[src/rtl/i2c_csr_bridge_pkg.sv]
// Shared definitions for the I2C-to-CSR bridge: bus widths, default target
// address, FSM state encoding and pointer arithmetic.
package i2c_csr_bridge_pkg;

  localparam int CSR_AW = 5;
  localparam int CSR_DW = 8;
  localparam logic [6:0] I2C_ADDR_DEFAULT = 7'h4a;

  typedef enum logic [3:0] {
    IDLE      = 4'd0,
    ADDR      = 4'd1,
    ADDR_ACK  = 4'd2,
    PTR       = 4'd3,
    PTR_ACK   = 4'd4,
    WDATA     = 4'd5,
    WDATA_ACK = 4'd6,
    RDATA     = 4'd7,
    RDATA_ACK = 4'd8,
    IGNORE    = 4'd9
  } state_t;

  // The register pointer wraps 31 -> 0 naturally in 5 bits.
  function automatic logic [CSR_AW-1:0] ptr_next(input logic [CSR_AW-1:0] p);
    return p + 5'd1;
  endfunction

endpackage

[src/rtl/i2c_csr_bridge_line_filter.sv]
// Two-flop synchroniser followed by a stability filter: the filtered value
// only follows the synchronised line after FILTER_LEN consecutive equal samples.
module i2c_line_filter #(
  parameter int FILTER_LEN = 3
) (
  input  logic clk,
  input  logic rst,
  input  logic raw,
  output logic filt
);

  logic [1:0] sync;
  logic [2:0] cnt;

  // Synchronise, then count how long the synchronised value has disagreed.
  always_ff @(posedge clk or posedge rst) begin
    if (rst) begin
      sync <= 2'b11;
      cnt  <= 3'd0;
      filt <= 1'b1;
    end else begin
      sync <= {sync[0], raw};
      if (sync[1] == filt) begin
        cnt <= 3'd0;
      end else if (cnt == 3'(FILTER_LEN - 1)) begin
        filt <= sync[1];
        cnt  <= 3'd0;
      end else begin
        cnt <= cnt + 3'd1;
      end
    end
  end

endmodule

[src/rtl/i2c_csr_bridge.sv]
// I2C target front end: decodes filtered SCL/SDA into START/STOP/bit events
// and drives the shared 5-bit CSR bus with an auto-incrementing pointer.
module i2c_csr_bridge
  import i2c_csr_bridge_pkg::*;
#(
  parameter logic [6:0] I2C_ADDR   = I2C_ADDR_DEFAULT,
  parameter int         FILTER_LEN = 3
) (
  input  logic              clk,
  input  logic              rst,
  input  logic              scl,
  input  logic              sda_in,
  output logic              sda_oe,
  output logic [CSR_AW-1:0] csr_a,
  output logic [CSR_DW-1:0] csr_di,
  output logic              csr_we,
  input  logic [CSR_DW-1:0] csr_do,
  output logic              busy
);

  logic [1:0]        rst_pipe;
  logic              rst_i;
  logic              scl_f;
  logic              sda_f;
  logic              scl_d;
  logic              sda_d;
  logic              scl_rise;
  logic              scl_fall;
  logic              start_det;
  logic              stop_det;
  state_t            state;
  logic [3:0]        bit_cnt;
  logic [7:0]        shreg;
  logic [7:0]        rx_byte;
  logic              rw;
  logic              ack_on;
  logic              inc_pend;

  // Reset asserts immediately but is released in step with clk.
  always_ff @(posedge clk or posedge rst) begin
    if (rst) begin
      rst_pipe <= 2'b11;
    end else begin
      rst_pipe <= {rst_pipe[0], 1'b0};
    end
  end
  assign rst_i = rst_pipe[1];

  i2c_line_filter #(.FILTER_LEN(FILTER_LEN)) u_scl_filter (
    .clk  (clk),
    .rst  (rst_i),
    .raw  (scl),
    .filt (scl_f)
  );

  i2c_line_filter #(.FILTER_LEN(FILTER_LEN)) u_sda_filter (
    .clk  (clk),
    .rst  (rst_i),
    .raw  (sda_in),
    .filt (sda_f)
  );

  assign scl_rise  = scl_f & ~scl_d;
  assign scl_fall  = ~scl_f & scl_d;
  assign start_det = scl_f & scl_d & sda_d & ~sda_f;
  assign stop_det  = scl_f & scl_d & ~sda_d & sda_f;
  assign rx_byte   = {shreg[6:0], sda_f};

  // Protocol FSM; also owns the pointer, write strobe and SDA drive.
  always_ff @(posedge clk or posedge rst_i) begin
    if (rst_i) begin
      scl_d    <= 1'b1;
      sda_d    <= 1'b1;
      state    <= IDLE;
      bit_cnt  <= 4'd0;
      shreg    <= 8'h00;
      rw       <= 1'b0;
      ack_on   <= 1'b0;
      inc_pend <= 1'b0;
      sda_oe   <= 1'b0;
      csr_a    <= 5'd0;
      csr_di   <= 8'h00;
      csr_we   <= 1'b0;
      busy     <= 1'b0;
    end else begin
      scl_d  <= scl_f;
      sda_d  <= sda_f;
      csr_we <= 1'b0;
      if (inc_pend) begin
        csr_a    <= ptr_next(csr_a);
        inc_pend <= 1'b0;
      end
      if (stop_det) begin
        state   <= IDLE;
        busy    <= 1'b0;
        sda_oe  <= 1'b0;
        bit_cnt <= 4'd0;
        ack_on  <= 1'b0;
      end else if (start_det) begin
        state   <= ADDR;
        sda_oe  <= 1'b0;
        bit_cnt <= 4'd0;
        ack_on  <= 1'b0;
      end else begin
        case (state)
          ADDR, PTR, WDATA: begin
            if (scl_rise) begin
              shreg   <= rx_byte;
              bit_cnt <= bit_cnt + 4'd1;
              if (bit_cnt == 4'd7) begin
                bit_cnt <= 4'd0;
                case (state)
                  ADDR: begin
                    if (rx_byte[7:1] == I2C_ADDR) begin
                      rw    <= rx_byte[0];
                      busy  <= 1'b1;
                      state <= ADDR_ACK;
                    end else begin
                      busy  <= 1'b0;
                      state <= IGNORE;
                    end
                  end
                  PTR: begin
                    csr_a <= rx_byte[4:0];
                    state <= PTR_ACK;
                  end
                  default: begin
                    csr_di   <= rx_byte;
                    csr_we   <= 1'b1;
                    inc_pend <= 1'b1;
                    state    <= WDATA_ACK;
                  end
                endcase
              end
            end
          end
          // First fall after the byte pulls SDA, the next one releases it.
          ADDR_ACK, PTR_ACK, WDATA_ACK: begin
            if (scl_fall) begin
              if (!ack_on) begin
                ack_on <= 1'b1;
                sda_oe <= 1'b1;
              end else begin
                ack_on  <= 1'b0;
                sda_oe  <= 1'b0;
                bit_cnt <= 4'd0;
                if (state == ADDR_ACK && rw) begin
                  shreg  <= {csr_do[6:0], 1'b0};
                  sda_oe <= ~csr_do[7];
                  state  <= RDATA;
                end else if (state == ADDR_ACK) begin
                  state <= PTR;
                end else begin
                  state <= WDATA;
                end
              end
            end
          end
          RDATA: begin
            if (scl_rise) begin
              bit_cnt <= bit_cnt + 4'd1;
            end else if (scl_fall) begin
              if (bit_cnt == 4'd8) begin
                sda_oe  <= 1'b0;
                bit_cnt <= 4'd0;
                state   <= RDATA_ACK;
              end else begin
                sda_oe <= ~shreg[7];
                shreg  <= {shreg[6:0], 1'b0};
              end
            end
          end
          // The pointer advances even on NACK so the next read starts fresh.
          RDATA_ACK: begin
            if (scl_rise) begin
              csr_a <= ptr_next(csr_a);
              if (sda_f) begin
                busy  <= 1'b0;
                state <= IGNORE;
              end else begin
                ack_on <= 1'b1;
              end
            end else if (scl_fall && ack_on) begin
              ack_on <= 1'b0;
              shreg  <= {csr_do[6:0], 1'b0};
              sda_oe <= ~csr_do[7];
              state  <= RDATA;
            end
          end
          default: begin
            bit_cnt <= 4'd0;
          end
        endcase
      end
    end
  end

endmodule

[config.mk]
export PLATFORM = sky130hd
export DESIGN_NAME = i2c_csr_bridge
export DESIGN_NICKNAME = d
export VERILOG_FILES = /design/src/rtl/i2c_csr_bridge_pkg.sv /design/src/rtl/i2c_csr_bridge_line_filter.sv /design/src/rtl/i2c_csr_bridge.sv
export SDC_FILE = /design/constraint.sdc
export NUM_CORES = 1
export LEC_CHECK = 0
export BUFFER_PORTS_ARGS = -buffer_cell sky130_fd_sc_hd__buf_2
export CAP_MARGIN = 25
export CORE_AREA = 2 2 90 92
export DETAILED_ROUTE_END_ITERATION = 12
export DIE_AREA = 0 0 92 94
export PLACE_DENSITY = 0.57
export SETUP_SLACK_MARGIN = 0.05
export SYNTH_ARGS = -nofsm -noshare
export SYNTH_HDL_FRONTEND = slang
export SYNTH_SLANG_ARGS = --single-unit
[constraint.sdc]
create_clock -name clk -period 1.88 [get_ports clk]
set_clock_uncertainty 0.15 [all_clocks]
set_input_delay 0.376 -clock clk [delete_from_list [all_inputs] [get_ports clk]]
set_output_delay 0.376 -clock clk [all_outputs]
set_load 0.03 [all_outputs]
==> summary.txt <==
Floorplanning
  – Initial Util: 0.3918
  – Core area: 7607 um2
  – I/O pins: 28
  – # rows: 32
  – Die area: 8648 um2
  – Die H: 94 um
  – Die W: 92 um

Clock network
  – H-tree depth: 2
  – CTS tree: done
  – Worst skew pair latency: 0.31 ns
  – Worst-path clk slew: 0.10 ns
  – TritonCTS buffer count: 5
  – Clock root buffer: clkbuf_8
  – Clock sinks: 50
  – Clock buffer depth: 2

Timing
  – Final setup violating endpoints: 34
  – Crit share post-route: 1.192
  – Final worst path period need: 2.242 ns
  – RSZ-0062 raised after global routing: true
  – F_max: 446.1 MHz
  – Final Max Tran Viols: 0
  – Endpoints failing hold: 0
  – Setup tns final: -7.861 ns
  – Final worst-path setup slack: -0.3618 ns

Detailed routing
  – Remaining DRCs: 0
  – DRT iter0 DRCs: 247
  – Vias per Instance: 5.581
  – WL final: 9676 um
  – Vias: 2941
  – Drt pass-1 iters: 4
  – Routed WL per cell: 18.36 um
  – DRT antenna net count: 0

Global route
  – Antenna violations before repair: 0
  – Vias in the first global route: 2972
  – Gr usage total: 0.2240
  – Grt total ovfl: 0
  – Global-route wire length before repair: 15260 um
  – Largest net degree at the start of global routing: 32

Final layout
  – Area added between synthesis and finish: 57.18%
  – Nets: 442
  – Fillers: 614
  – Diode count: 0
  – Layout cells sized above 1: 0.5835

Setup path
  – Max FO, Critical Path: 8
  – Req. time, crit path: 1.92 ns
  – Critical setup path kind: flop to flop
  – Arr. time, crit path: 2.29 ns
  – Critical Path Start Type: flop
  – Crit end category: flop

Yosys
  – Synth Flop Type: dfrtp_1
  – Mean area per synthesized cell: 10.35 um2
  – Post-synth top area share: 0.3359
  – Post-synthesis net count: 306
  – Synth Register Bits: 50
  – Mapped Cells: 288
  – Number of distinct library cells after synthesis: 72
  – Post-synth ARST share: 1.000
  – Seq/Total Area, Yosys: 0.4240
  – Post-synth EDFFs: 0
  – Dominant cells by area after synthesis: dfrtp_1 (34%), dfstp_2 (8.8%), mux2_2 (6.8%)
  – Mapped Area: 2980 um2
  – Largest area contributor in the synthesized netlist: dfrtp_1
  – Yosys warns: 0

Pwr
  – PD cells: 1631 nW/um2
  – Worst VDD drop: 798.5 uV
  – LEAKAGE: 2.115 nW

Run
  – Max-cap violations: 0

Place
  – # port buffers: 27
  – Place WS: -0.3603 ns
  – GPL Wtd Cong: 0.9372
  – Dpl hpwl: 6005 um

Outcome
  – Status: complete, but fails checks
  – Failing checks: setup timing

Hold path
  – HP Class: flop to async pin
stage by stage:
stage                 util  instance area [um2]  cells  power (mW)  hold slack (ns)
floorplan                -                 3033    288       3.841           0.1375
global placement    0.5036                 3831    485       5.322           0.1021
detailed placement  0.5036                 3831    485       5.394           0.1056
CTS                 0.5811                 4420    516       7.024       0.00001776
global route        0.6158                 4684    527       8.048           0.1450
finish              0.6158                 4684    527       7.640          0.09931
synth_stat cells, types with 3 or more instances:
| cell | n |
|---|---|
| xor2_1 | 5 |
| buf_6 | 3 |
| dfstp_2 | 10 |
| ha_1 | 6 |
| a21oi_1 | 15 |
| nor3_1 | 6 |
| nor2b_1 | 5 |
| nand3b_1 | 7 |
| nand3_1 | 9 |
| nand2b_1 | 9 |
| dfrtp_1 | 40 |
| nand2_1 | 21 |
| o21ai_0 | 11 |
| buf_2 | 8 |
| a21oi_2 | 3 |
| o22ai_1 | 3 |
| xnor2_1 | 6 |
| mux2_2 | 18 |
| mux2_1 | 8 |
| mux2i_1 | 3 |
| a22oi_1 | 5 |
| nand4_1 | 3 |
| inv_1 | 12 |
| nor2_1 | 10 |
placed cells by master (no fill, tap or decap), types with 6 or more instances in the layout:
cell type,count
buf_2,27
a21oi_1,9
nand3b_1,7
dfrtp_1,36
xnor2_1,6
buf_6,24
nand3_1,7
buf_4,85
mux2_4,20
nor2_1,9
dfstp_2,10
mux2_2,6
o21ai_1,6
nand2_1,17
inv_1,8
layout make-up:
type	count	area (um2)	share of cell area
clock buffer	6	72.57	0.01549
clock inverter	2	37.54	0.008013
inverter	12	47.55	0.01015
multi-input combinational	210	1947	0.4156
sequential	50	1269	0.2708
tap	102	127.6	0.02724
timing repair buffer	145	1184	0.2527
logic make-up (layout without fill, tap and decap cells):
group / count (synthesis) / after routing / share of synthesized area
adder cells (fa/ha/maj): 6 / 6 / 0.02519
multiplexers: 29 / 29 / 0.1083
AND/OR/NAND/NOR: 92 / 92 / 0.1856
buffers and inverters: 28 / 165 / 0.04870
other: 1 / 1 / 0.001258
AO/OA/AOI/OAI: 71 / 71 / 0.1746
XOR/XNOR: 11 / 11 / 0.03232
flip-flops: 50 / 50 / 0.4240
routing by layer:
layer / track usage / routed length [um] / vias up / share of wire
met5: 0 / 0 / - / 0
met4: 0.07587 / 315 / 0 / 0.033
met3: 0.03451 / 472 / 28 / 0.049
met2: 0.3866 / 4748 / 92 / 0.49
met1: 0.2878 / 4140 / 1489 / 0.43
li1: - / - / 1332 / -
power by group:
part           switching [mW]  internal [mW]
Sequential              0.345           1.41
Combinational            2.34           2.76
Clock                   0.384          0.398
Total                    3.07           4.57
sequential cells by signal (all words and copies together), names as in the netlist, 3 cells and up:
name and cells:
bit_cnt 4, csr_a 5, csr_di 8, shreg 8
state 4, u_scl_filter.cnt 3, u_sda_filter.cnt 3
repair_timing:
item | in CTS | in global routing
hold buffers | 1 | 2
pin swaps | 18 | 23
resized for setup | 79 | 37
setup endpoints to repair | 34 | 34
gates cloned | 1 | 0
endpoints found under the hold margin | 2 | 2
setup buffers | 21 | 9
final timing paths:
path	startpoint	end	slack [ns]	cells after the start
max in group asynchronous	rst_pipe[1]	u_sda_filter.filt	0.91	2
min	rst_pipe[1]	shreg[2]	0.1	1
max	state[1]	shreg[3]	-0.36	7
min reg2reg	rst_pipe[1]	shreg[2]	0.1	1
min in group clk	u_sda_filter.sync[0]	u_sda_filter.sync[1]	0.21	0
max reg2reg	state[1]	shreg[3]	-0.36	7
worst max-delay path, cell delays in order (launching register included):
cell      delay (ns)
dfrtp_2         0.48
buf_6           0.16
nor4b_4         0.27
buf_4           0.21
o21ai_4         0.08
a211oi_4        0.28
buf_12          0.19
mux2_4          0.30
(Power assumes the default switching activity.)
